[config.mk]
export PLATFORM = sky130hd
export DESIGN_NAME = mult_div_ctrl_flat
export DESIGN_NICKNAME = d
export VERILOG_FILES = /design/src/rtl/mult_div_ctrl_pkg.sv /design/src/rtl/mult_div_ctrl_if.sv /design/src/rtl/mult_div_ctrl.sv /design/src/flat_wrapper.sv
export SDC_FILE = /design/constraint.sdc
export NUM_CORES = 1
export LEC_CHECK = 0
export ABC_AREA = 1
export CAP_MARGIN = 20
export CORE_MARGIN = 5
export CORE_UTILIZATION = 42
export DETAILED_ROUTE_END_ITERATION = 10
export PLACE_DENSITY_LB_ADDON = 0.15
export SKIP_LAST_GASP = 1
export SLEW_MARGIN = 40
export SYNTH_ARGS = -nofsm -noshare
export SYNTH_HDL_FRONTEND = slang
export SYNTH_SLANG_ARGS = --single-unit
[constraint.sdc]
create_clock -name clk -period 2.55 [get_ports clk]
set_clock_uncertainty 0.15 [all_clocks]
set_input_delay 0.51 -clock clk [delete_from_list [all_inputs] [get_ports clk]]
set_output_delay 0.51 -clock clk [all_outputs]
set_load 0.005 [all_outputs]
[src/rtl/mult_div_ctrl_pkg.sv]
// Shared encodings for the multiply/divide sequencer: FSM states, operation
// select values and Hi/Lo source select values used by the main controller.
package mult_div_ctrl_pkg;

  typedef enum logic [2:0] {
    S_IDLE  = 3'd0,
    S_INIT  = 3'd1,
    S_RUN   = 3'd2,
    S_FIX   = 3'd3,
    S_WRITE = 3'd4,
    S_EXC   = 3'd5
  } state_t;

  localparam logic MD_MULT       = 1'b0;
  localparam logic MD_DIV        = 1'b1;
  localparam logic HILO_SRC_MULT = 1'b0;
  localparam logic HILO_SRC_DIV  = 1'b1;

  function automatic logic hilo_src_for(input logic op);
    return (op == MD_DIV) ? HILO_SRC_DIV : HILO_SRC_MULT;
  endfunction

endpackage

[src/rtl/mult_div_ctrl_if.sv]
// Request/strobe bundle between the main control FSM (master) and the
// multiply/divide sequencer (slave).
interface mult_div_ctrl_if;
  logic start;
  logic op;
  logic abort;
  logic divisor_zero;
  logic md_sel;
  logic md_init;
  logic md_step;
  logic md_fix_sign;
  logic HiLoSrc;
  logic HiLoWrite;
  logic busy;
  logic done;
  logic div_zero_exc;

  modport master (
    output start, op, abort, divisor_zero,
    input  md_sel, md_init, md_step, md_fix_sign, HiLoSrc, HiLoWrite,
           busy, done, div_zero_exc
  );

  modport slave (
    input  start, op, abort, divisor_zero,
    output md_sel, md_init, md_step, md_fix_sign, HiLoSrc, HiLoWrite,
           busy, done, div_zero_exc
  );
endinterface

[src/rtl/mult_div_ctrl.sv]
// Sequencer for the iterative MULT/DIV datapath: init, WIDTH step cycles,
// optional DIV sign fix, then a single Hi/Lo commit. Outputs are a Moore decode.
module mult_div_ctrl
  import mult_div_ctrl_pkg::*;
#(
  parameter int WIDTH = 32,
  parameter int CNT_W = 6
) (
  input  logic            clk,
  input  logic            reset,
  mult_div_ctrl_if.slave  bus
);

  localparam logic [CNT_W-1:0] CNT_LOAD = CNT_W'(WIDTH);
  localparam logic [CNT_W-1:0] CNT_LAST = CNT_W'(1);

  state_t           state, state_d;
  logic [CNT_W-1:0] cnt, cnt_d;
  logic             op_q, op_d;

  // NOTE: state registers use non-blocking assignments so every flop samples
  // the pre-edge values of its neighbours regardless of process ordering.
  always_ff @(posedge clk or negedge reset) begin
    if (!reset) begin
      state <= S_IDLE;
      cnt   <= '0;
      op_q  <= MD_MULT;
    end else begin
      state <= state_d;
      cnt   <= cnt_d;
      op_q  <= op_d;
    end
  end

  // NOTE: every combinational output gets a default before the case so no
  // path leaves it unassigned, which would otherwise infer a latch.
  always_comb begin
    state_d = state;
    cnt_d   = cnt;
    op_d    = op_q;
    unique case (state)
      S_IDLE: begin
        if (bus.start && !bus.abort) begin
          op_d    = bus.op;
          state_d = (bus.op == MD_DIV && bus.divisor_zero) ? S_EXC : S_INIT;
        end
      end
      S_INIT: begin
        cnt_d   = CNT_LOAD;
        state_d = S_RUN;
      end
      S_RUN: begin
        cnt_d = cnt - 1'b1;
        if (cnt == CNT_LAST) state_d = (op_q == MD_DIV) ? S_FIX : S_WRITE;
      end
      S_FIX:   state_d = S_WRITE;
      S_WRITE: state_d = S_IDLE;
      S_EXC:   state_d = S_IDLE;
      default: state_d = S_IDLE;
    endcase
    // Exception flush from main control overrides every transition.
    if (bus.abort) state_d = S_IDLE;
  end

  always_comb begin
    bus.md_init      = 1'b0;
    bus.md_step      = 1'b0;
    bus.md_fix_sign  = 1'b0;
    bus.HiLoSrc      = HILO_SRC_MULT;
    bus.HiLoWrite    = 1'b0;
    bus.done         = 1'b0;
    bus.div_zero_exc = 1'b0;
    bus.busy         = (state != S_IDLE);
    bus.md_sel       = (state != S_IDLE) ? op_q : MD_MULT;
    unique case (state)
      S_INIT:  bus.md_init     = 1'b1;
      S_RUN:   bus.md_step     = 1'b1;
      S_FIX:   bus.md_fix_sign = 1'b1;
      S_WRITE: begin
        bus.HiLoWrite = 1'b1;
        bus.done      = 1'b1;
        bus.HiLoSrc   = hilo_src_for(op_q);
      end
      S_EXC:   bus.div_zero_exc = 1'b1;
      default: ;
    endcase
  end

endmodule

[src/flat_wrapper.sv]
// flat-port wrapper written by rule: the top's interface ports become plain ports
module mult_div_ctrl_flat import mult_div_ctrl_pkg::*;
#(
  parameter int WIDTH = 32,
  parameter int CNT_W = 6
)
  (clk, reset, bus_start, bus_op, bus_abort, bus_divisor_zero, bus_md_sel, bus_md_init, bus_md_step, bus_md_fix_sign, bus_HiLoSrc, bus_HiLoWrite, bus_busy, bus_done, bus_div_zero_exc);
  mult_div_ctrl_if bus_i ();
  input  logic clk;
  input  logic reset;
  input wire logic [$bits(bus_i.start)-1:0] bus_start;
  input wire logic [$bits(bus_i.op)-1:0] bus_op;
  input wire logic [$bits(bus_i.abort)-1:0] bus_abort;
  input wire logic [$bits(bus_i.divisor_zero)-1:0] bus_divisor_zero;
  output wire logic [$bits(bus_i.md_sel)-1:0] bus_md_sel;
  output wire logic [$bits(bus_i.md_init)-1:0] bus_md_init;
  output wire logic [$bits(bus_i.md_step)-1:0] bus_md_step;
  output wire logic [$bits(bus_i.md_fix_sign)-1:0] bus_md_fix_sign;
  output wire logic [$bits(bus_i.HiLoSrc)-1:0] bus_HiLoSrc;
  output wire logic [$bits(bus_i.HiLoWrite)-1:0] bus_HiLoWrite;
  output wire logic [$bits(bus_i.busy)-1:0] bus_busy;
  output wire logic [$bits(bus_i.done)-1:0] bus_done;
  output wire logic [$bits(bus_i.div_zero_exc)-1:0] bus_div_zero_exc;
  assign bus_i.start = bus_start;
  assign bus_i.op = bus_op;
  assign bus_i.abort = bus_abort;
  assign bus_i.divisor_zero = bus_divisor_zero;
  assign bus_md_sel = bus_i.md_sel;
  assign bus_md_init = bus_i.md_init;
  assign bus_md_step = bus_i.md_step;
  assign bus_md_fix_sign = bus_i.md_fix_sign;
  assign bus_HiLoSrc = bus_i.HiLoSrc;
  assign bus_HiLoWrite = bus_i.HiLoWrite;
  assign bus_busy = bus_i.busy;
  assign bus_done = bus_i.done;
  assign bus_div_zero_exc = bus_i.div_zero_exc;
  mult_div_ctrl #(.WIDTH(WIDTH), .CNT_W(CNT_W)) u_core (.clk(clk), .reset(reset), .bus(bus_i));
endmodule
; After elaboration in Yosys (flattened, before gate mapping)
; Cells that the tools add are included.
[totals]
register_bits = 10
in_bits = 6
[op_classes]
addsub = 1
n_mux = 15
reduce_logical = 8
n_eq_ne = 8
[ops]
columns = cell, n
row1 = $mux 3, 5
row2 = $pmux 3 s4, 1
row3 = $pmux 6 s2, 1
row4 = $mux 1, 8
row5 = $eq 3x2->1 const B, 2
row6 = $eq 3x3->1 const B, 2
row7 = $eq 6x1->1 const B, 1
row8 = $ne 3x2->1 const B, 2
row9 = $sub 6x1->6 const B, 1
row10 = $reduce_and 2->1, 2
row11 = $eq 3x1->1 const B, 1
row12 = $logic_not 3->1, 1
row13 = $reduce_bool 3->1, 1
row14 = $logic_and 1x1->1, 2
row15 = $reduce_bool 2->1, 1
row16 = $logic_not 1->1, 1

; Depth between registers and ports, before layout
[depth]
word_depth = 5
ltp_mapped = 8

; Least setup slack after synthesis
; No wires, ideal clock.
[synth_path]
path_kind = register to output
start = reg u_core.state[0]
end = out bus_done
t_required_ns = 1.890
setup_slack_ns = 1.001
arrival_time_ns = 0.889
stages_incl_launch_ff = 5
path_cell_list = dfrtp_1 inv_2 nand2_1 nor2_1 buf_4
[synth_via]
elab_chain_len = 2
[synth_lines]
columns = element, line_no
row1 = from (decl), mult_div_ctrl.sv:17  ; state_t state, state_d;
row2 = from (signal assigned), mult_div_ctrl.sv:29  ; state <= state_d;
row3 = $eq 3x3->1, --
row4 = $mux 1, --
row5 = to (decl), flat_wrapper.sv:22  ; output wire logic [$bits(bus_i.done)-1:0] bus_done;
; No other way between the ends.

; Final worst setup path
[layout_path]
start = reg u_core.state[2]
end = out bus_md_step
[layout_via]
elab_chain_len = 2
[layout_lines]
columns = element, line_no
row1 = $eq 3x2->1, mult_div_ctrl.sv:75  ; unique case (state)
row2 = $mux 1, mult_div_ctrl.sv:75
row3 = to (decl), flat_wrapper.sv:17  ; output wire logic [$bits(bus_i.md_step)-1:0] bus_md_step;
; No other way between the ends.

==> results <==
- The flow ran to the end, and the final reports show no timing, DRC or antenna violations.
- After layout, the minimum clock period comes to approximately 2.3 ns.
- The total leakage power is about 0.0004 µW.
- The die span in x is 48.05 µm.
- In the final routed layout, each cell accounts on average for 10.97 µm.
- The count of cell types in the netlist is 20.
- The placed instances occupy a cell area of 759.5 µm².
- The initial antenna violation count is 0.
- The count of max-cap constraint violations is 0.
- The first global-routing pass estimated 2.221 mm of wire.
- The detailed-route wire length is 1.251 mm.
- STA classifies the critical path endpoint as an output pin.
- CTS built an H-tree with a depth of 1.
- TritonCTS built the clock tree.
- The final antenna-violating net count is 0.
- The via density per instance is 4.930.
- The final weighted congestion in routability-driven placement is 0.8295.
- Setup repair after global routing left no endpoint under its margin.
- The type of the worst setup path is reg -> out.
- The count of hold buffers inserted by post-cts repair is 0.
- The number of antenna diodes in the final layout is 0.
- The TritonCTS buffer count is 3.
- In this run, synthesis produced a sequential element count of 10.
- The multiplexer share of the synthesized area is 0%.
- The clock reaches the later pin of the worst-skew pair after 0.26 ns.
- The critical path goes through inv_2 -> nand2_1 -> nor2_2 -> clkdlybuf4s50_1.
- The final hold violation count is 0.
- The layout cell share with drive strength beyond 1 is 11.11%.
- The simple logic cell fraction of the synthesized area is 33.33%.
- By area, the combinational part of the netlist is dominated by simple AND/OR/NAND/NOR gates.
- The CTS root buffer is sky130_fd_sc_hd__clkbuf_4.
- The post-cts gate resize count is 0.
- Clock-pin slew was measured on the worst setup and hold paths at 0.06 ns.
- The most common library cell in the layout ignoring fill and taps is sky130_fd_sc_hd__nand2_1.
- The CTS sink count is 10.
- The highest metal layer with signal wires is met4.
- The number of max-slew violations in the final report was 0.
- The startpoint kind of the worst setup timing path is a flip-flop.
- The worst-case IR drop observed on VDD is 0.4720 mV.
- At the pin with the least slew margin, the transition time is 0.4425 ns.
- The initial core utilization is between 40% and 50%.
- The die span in y is 48.05 µm.
- The number of nets in the synthesized netlist is 90.
- On the worst path, the slowest cell contributes a delay of 0.54 ns.
- The post-synthesis sequential area ratio is 41.15%.
- The netlist area before placement is 608.1 µm².
- The buffer levels on the longest clock path is 2.
- The number of cell rows is 13.
- Of the total synthesized cell area, the portion taken by full adders, half adders and majority gates is 4.115%.
- The part of the cycle the worst path needs is 89.57%.
- At the end of the flow, the number of nets in the layout was 108.
- The remaining global-route overflow is 0.
- The number of instances in the synthesized netlist is 82.
- The worst-path cell with the longest stage delay is sky130_fd_sc_hd__clkdlybuf4s50_1.
- The maximum fanout along the worst path is 6.
- After clock tree synthesis, the setup repair step added 0 buffers.
- Before antenna repair, the detailed router went through 4 iterations.
- The count of input and output buffers is 14.
- The total power divided by cell area is 1198 nW/µm².
- The area growth from synthesis to layout is 30.86%.
- The number of DRC violations after detailed routing is 0.
- The worst hold path belongs to the class in -> async.
- In this run the count of I/O pins placed on the die edge is 15.
- Summed over all failing endpoints, the final setup total negative slack is 0 ns.
- Data on the critical path arrives at its endpoint at 1.62 ns.
- In the global route stage, overall resource usage came out at 13.93%.
- The met3 wire length is 73 µm.
- Leaving out fill and tap cells, the most frequent cells in the layout are sky130_fd_sc_hd__nand2_1 (16), sky130_fd_sc_hd__inv_1 (14), sky130_fd_sc_hd__clkdlybuf4s50_1 (14).
- The first routing iteration left 12 violations.
- The die covers 2309 µm².
- The detailed router put a total of 597 µm of wire on met1.
- Detailed placement finished with a half-perimeter wire length of 982.3 µm.
- The number of global-route vias before repair came to 536.
- The compound-gate portion of the synthesized area is around 7.4%.
- Headroom to the max-slew limit came out at a little over two thirds.
- Detailed routing inserted a total of ~560 vias.
- The top achievable clock speed is 437.8 MHz.
- The mean cell area of the mapped netlist is 7.416 µm².
- The length of routed met2 wiring is 571 µm.
- With fillers left out, the area of the finished cells amounts to about 800 µm².
- At the placement stage, the worst setup path has a slack of approximately 0.55 ns.
- After Yosys synthesis, XOR and XNOR cells account for 2.881% of the synthesized area.
- Data on the critical path is required at its endpoint by 1.89 ns.
- In the post-route analysis, the smallest setup slack over all paths is 0.2661 ns.
- Entering global routing, the biggest net connects 11 pins.
- Setup violations remaining at the end of the flow were counted as 0.
- After floorplanning, the core was sized to cover between 1000 and 1500 µm².
- The number of warnings issued by yosys is 0.
-- state kept, by name (all words and copies together) (netlist names) --
name / cells
u_core.op_q: 1
u_core.state: 3
u_core.cnt: 6
-- stage by stage --
| step | std cells | utilization [%] | hold WS (ns) | total power [µW] |
|---|---|---|---|---|
| finish | 114 | 59.66 | 0.4084 | 953.4 |
| global route | 114 | 59.66 | 0.4432 | 1051 |
| CTS | 114 | 59.66 | 0.4091 | 960.8 |
| detailed placement | 110 | 56.94 | 0.4341 | 813.6 |
| global placement | 110 | 56.94 | 0.4024 | 806.2 |
| floorplan | 82 | - | 0.06441 | 623.0 |
-- layer usage --
metal | up-vias | track usage (%)
met2 | 14 | 21.11
met1 | 252 | 18.58
met4 | 0 | 6.452
li1 | 294 | -
met5 | - | 0
met3 | 2 | 3.383
-- where the power goes --
part	switching, µW	leakage, µW	internal (µW)
logic	298	0.000252	234
registers	59.5	0.000127	222
clock network	53.3	0.0000210	86.6
-- worst max-delay path: cells and delay by family (launching register included) --
kind / cells / cell delay (ns)
DFF: 1 / 0.43
and+or+nand+nor: 2 / 0.27
buffers and inverters: 2 / 0.67
-- cells by family after synthesis --
logic type / count (synthesis)
simple gates: 43
compound gates: 8
buf+inv: 17
xor+xnor: 2
flops: 10
fa+ha+maj: 2
-- final timing paths --
| path | start | to | slack, ns | depth (start not counted) |
|---|---|---|---|---|
| max | u_core.state[2] | bus_md_step | 0.27 | 4 |
| min | reset | u_core.cnt[0] | 0.41 | 1 |
| max reg2reg | u_core.state[2] | u_core.cnt[5] | 1.20 | 6 |
| min reg2reg | u_core.cnt[1] | u_core.cnt[1] | 0.45 | 2 |
| max in group asynchronous | reset | u_core.state[2] | 1.54 | 1 |
| min in group clk | u_core.cnt[1] | u_core.cnt[1] | 0.45 | 2 |
-- cell type report --
cell class / instances / area [µm²]
fillers: 115 / 538.0
multi-input cells: 55 / 290.3
flip-flops and latches: 10 / 250.2
repair buffers: 14 / 140.1
inverters: 16 / 60.06
clock buffers: 4 / 36.28
well taps: 15 / 18.77
-- cells in the mapped netlist (all sizes together) --
cell	number	area, µm²
a21boi	1	7.510
a21oi	1	5.000
buf	1	7.510
dfrtp	10	250.2
ha	2	25.02
inv	16	60.06
nand2	17	66.32
nand3	9	45.04
nand4	2	12.51
nor2	13	68.81
nor3	2	10.01
o21ai	4	20.01
o22ai	2	12.51
xnor2	1	8.760
xor2	1	8.760
Power figures use the tool's default switching activity.
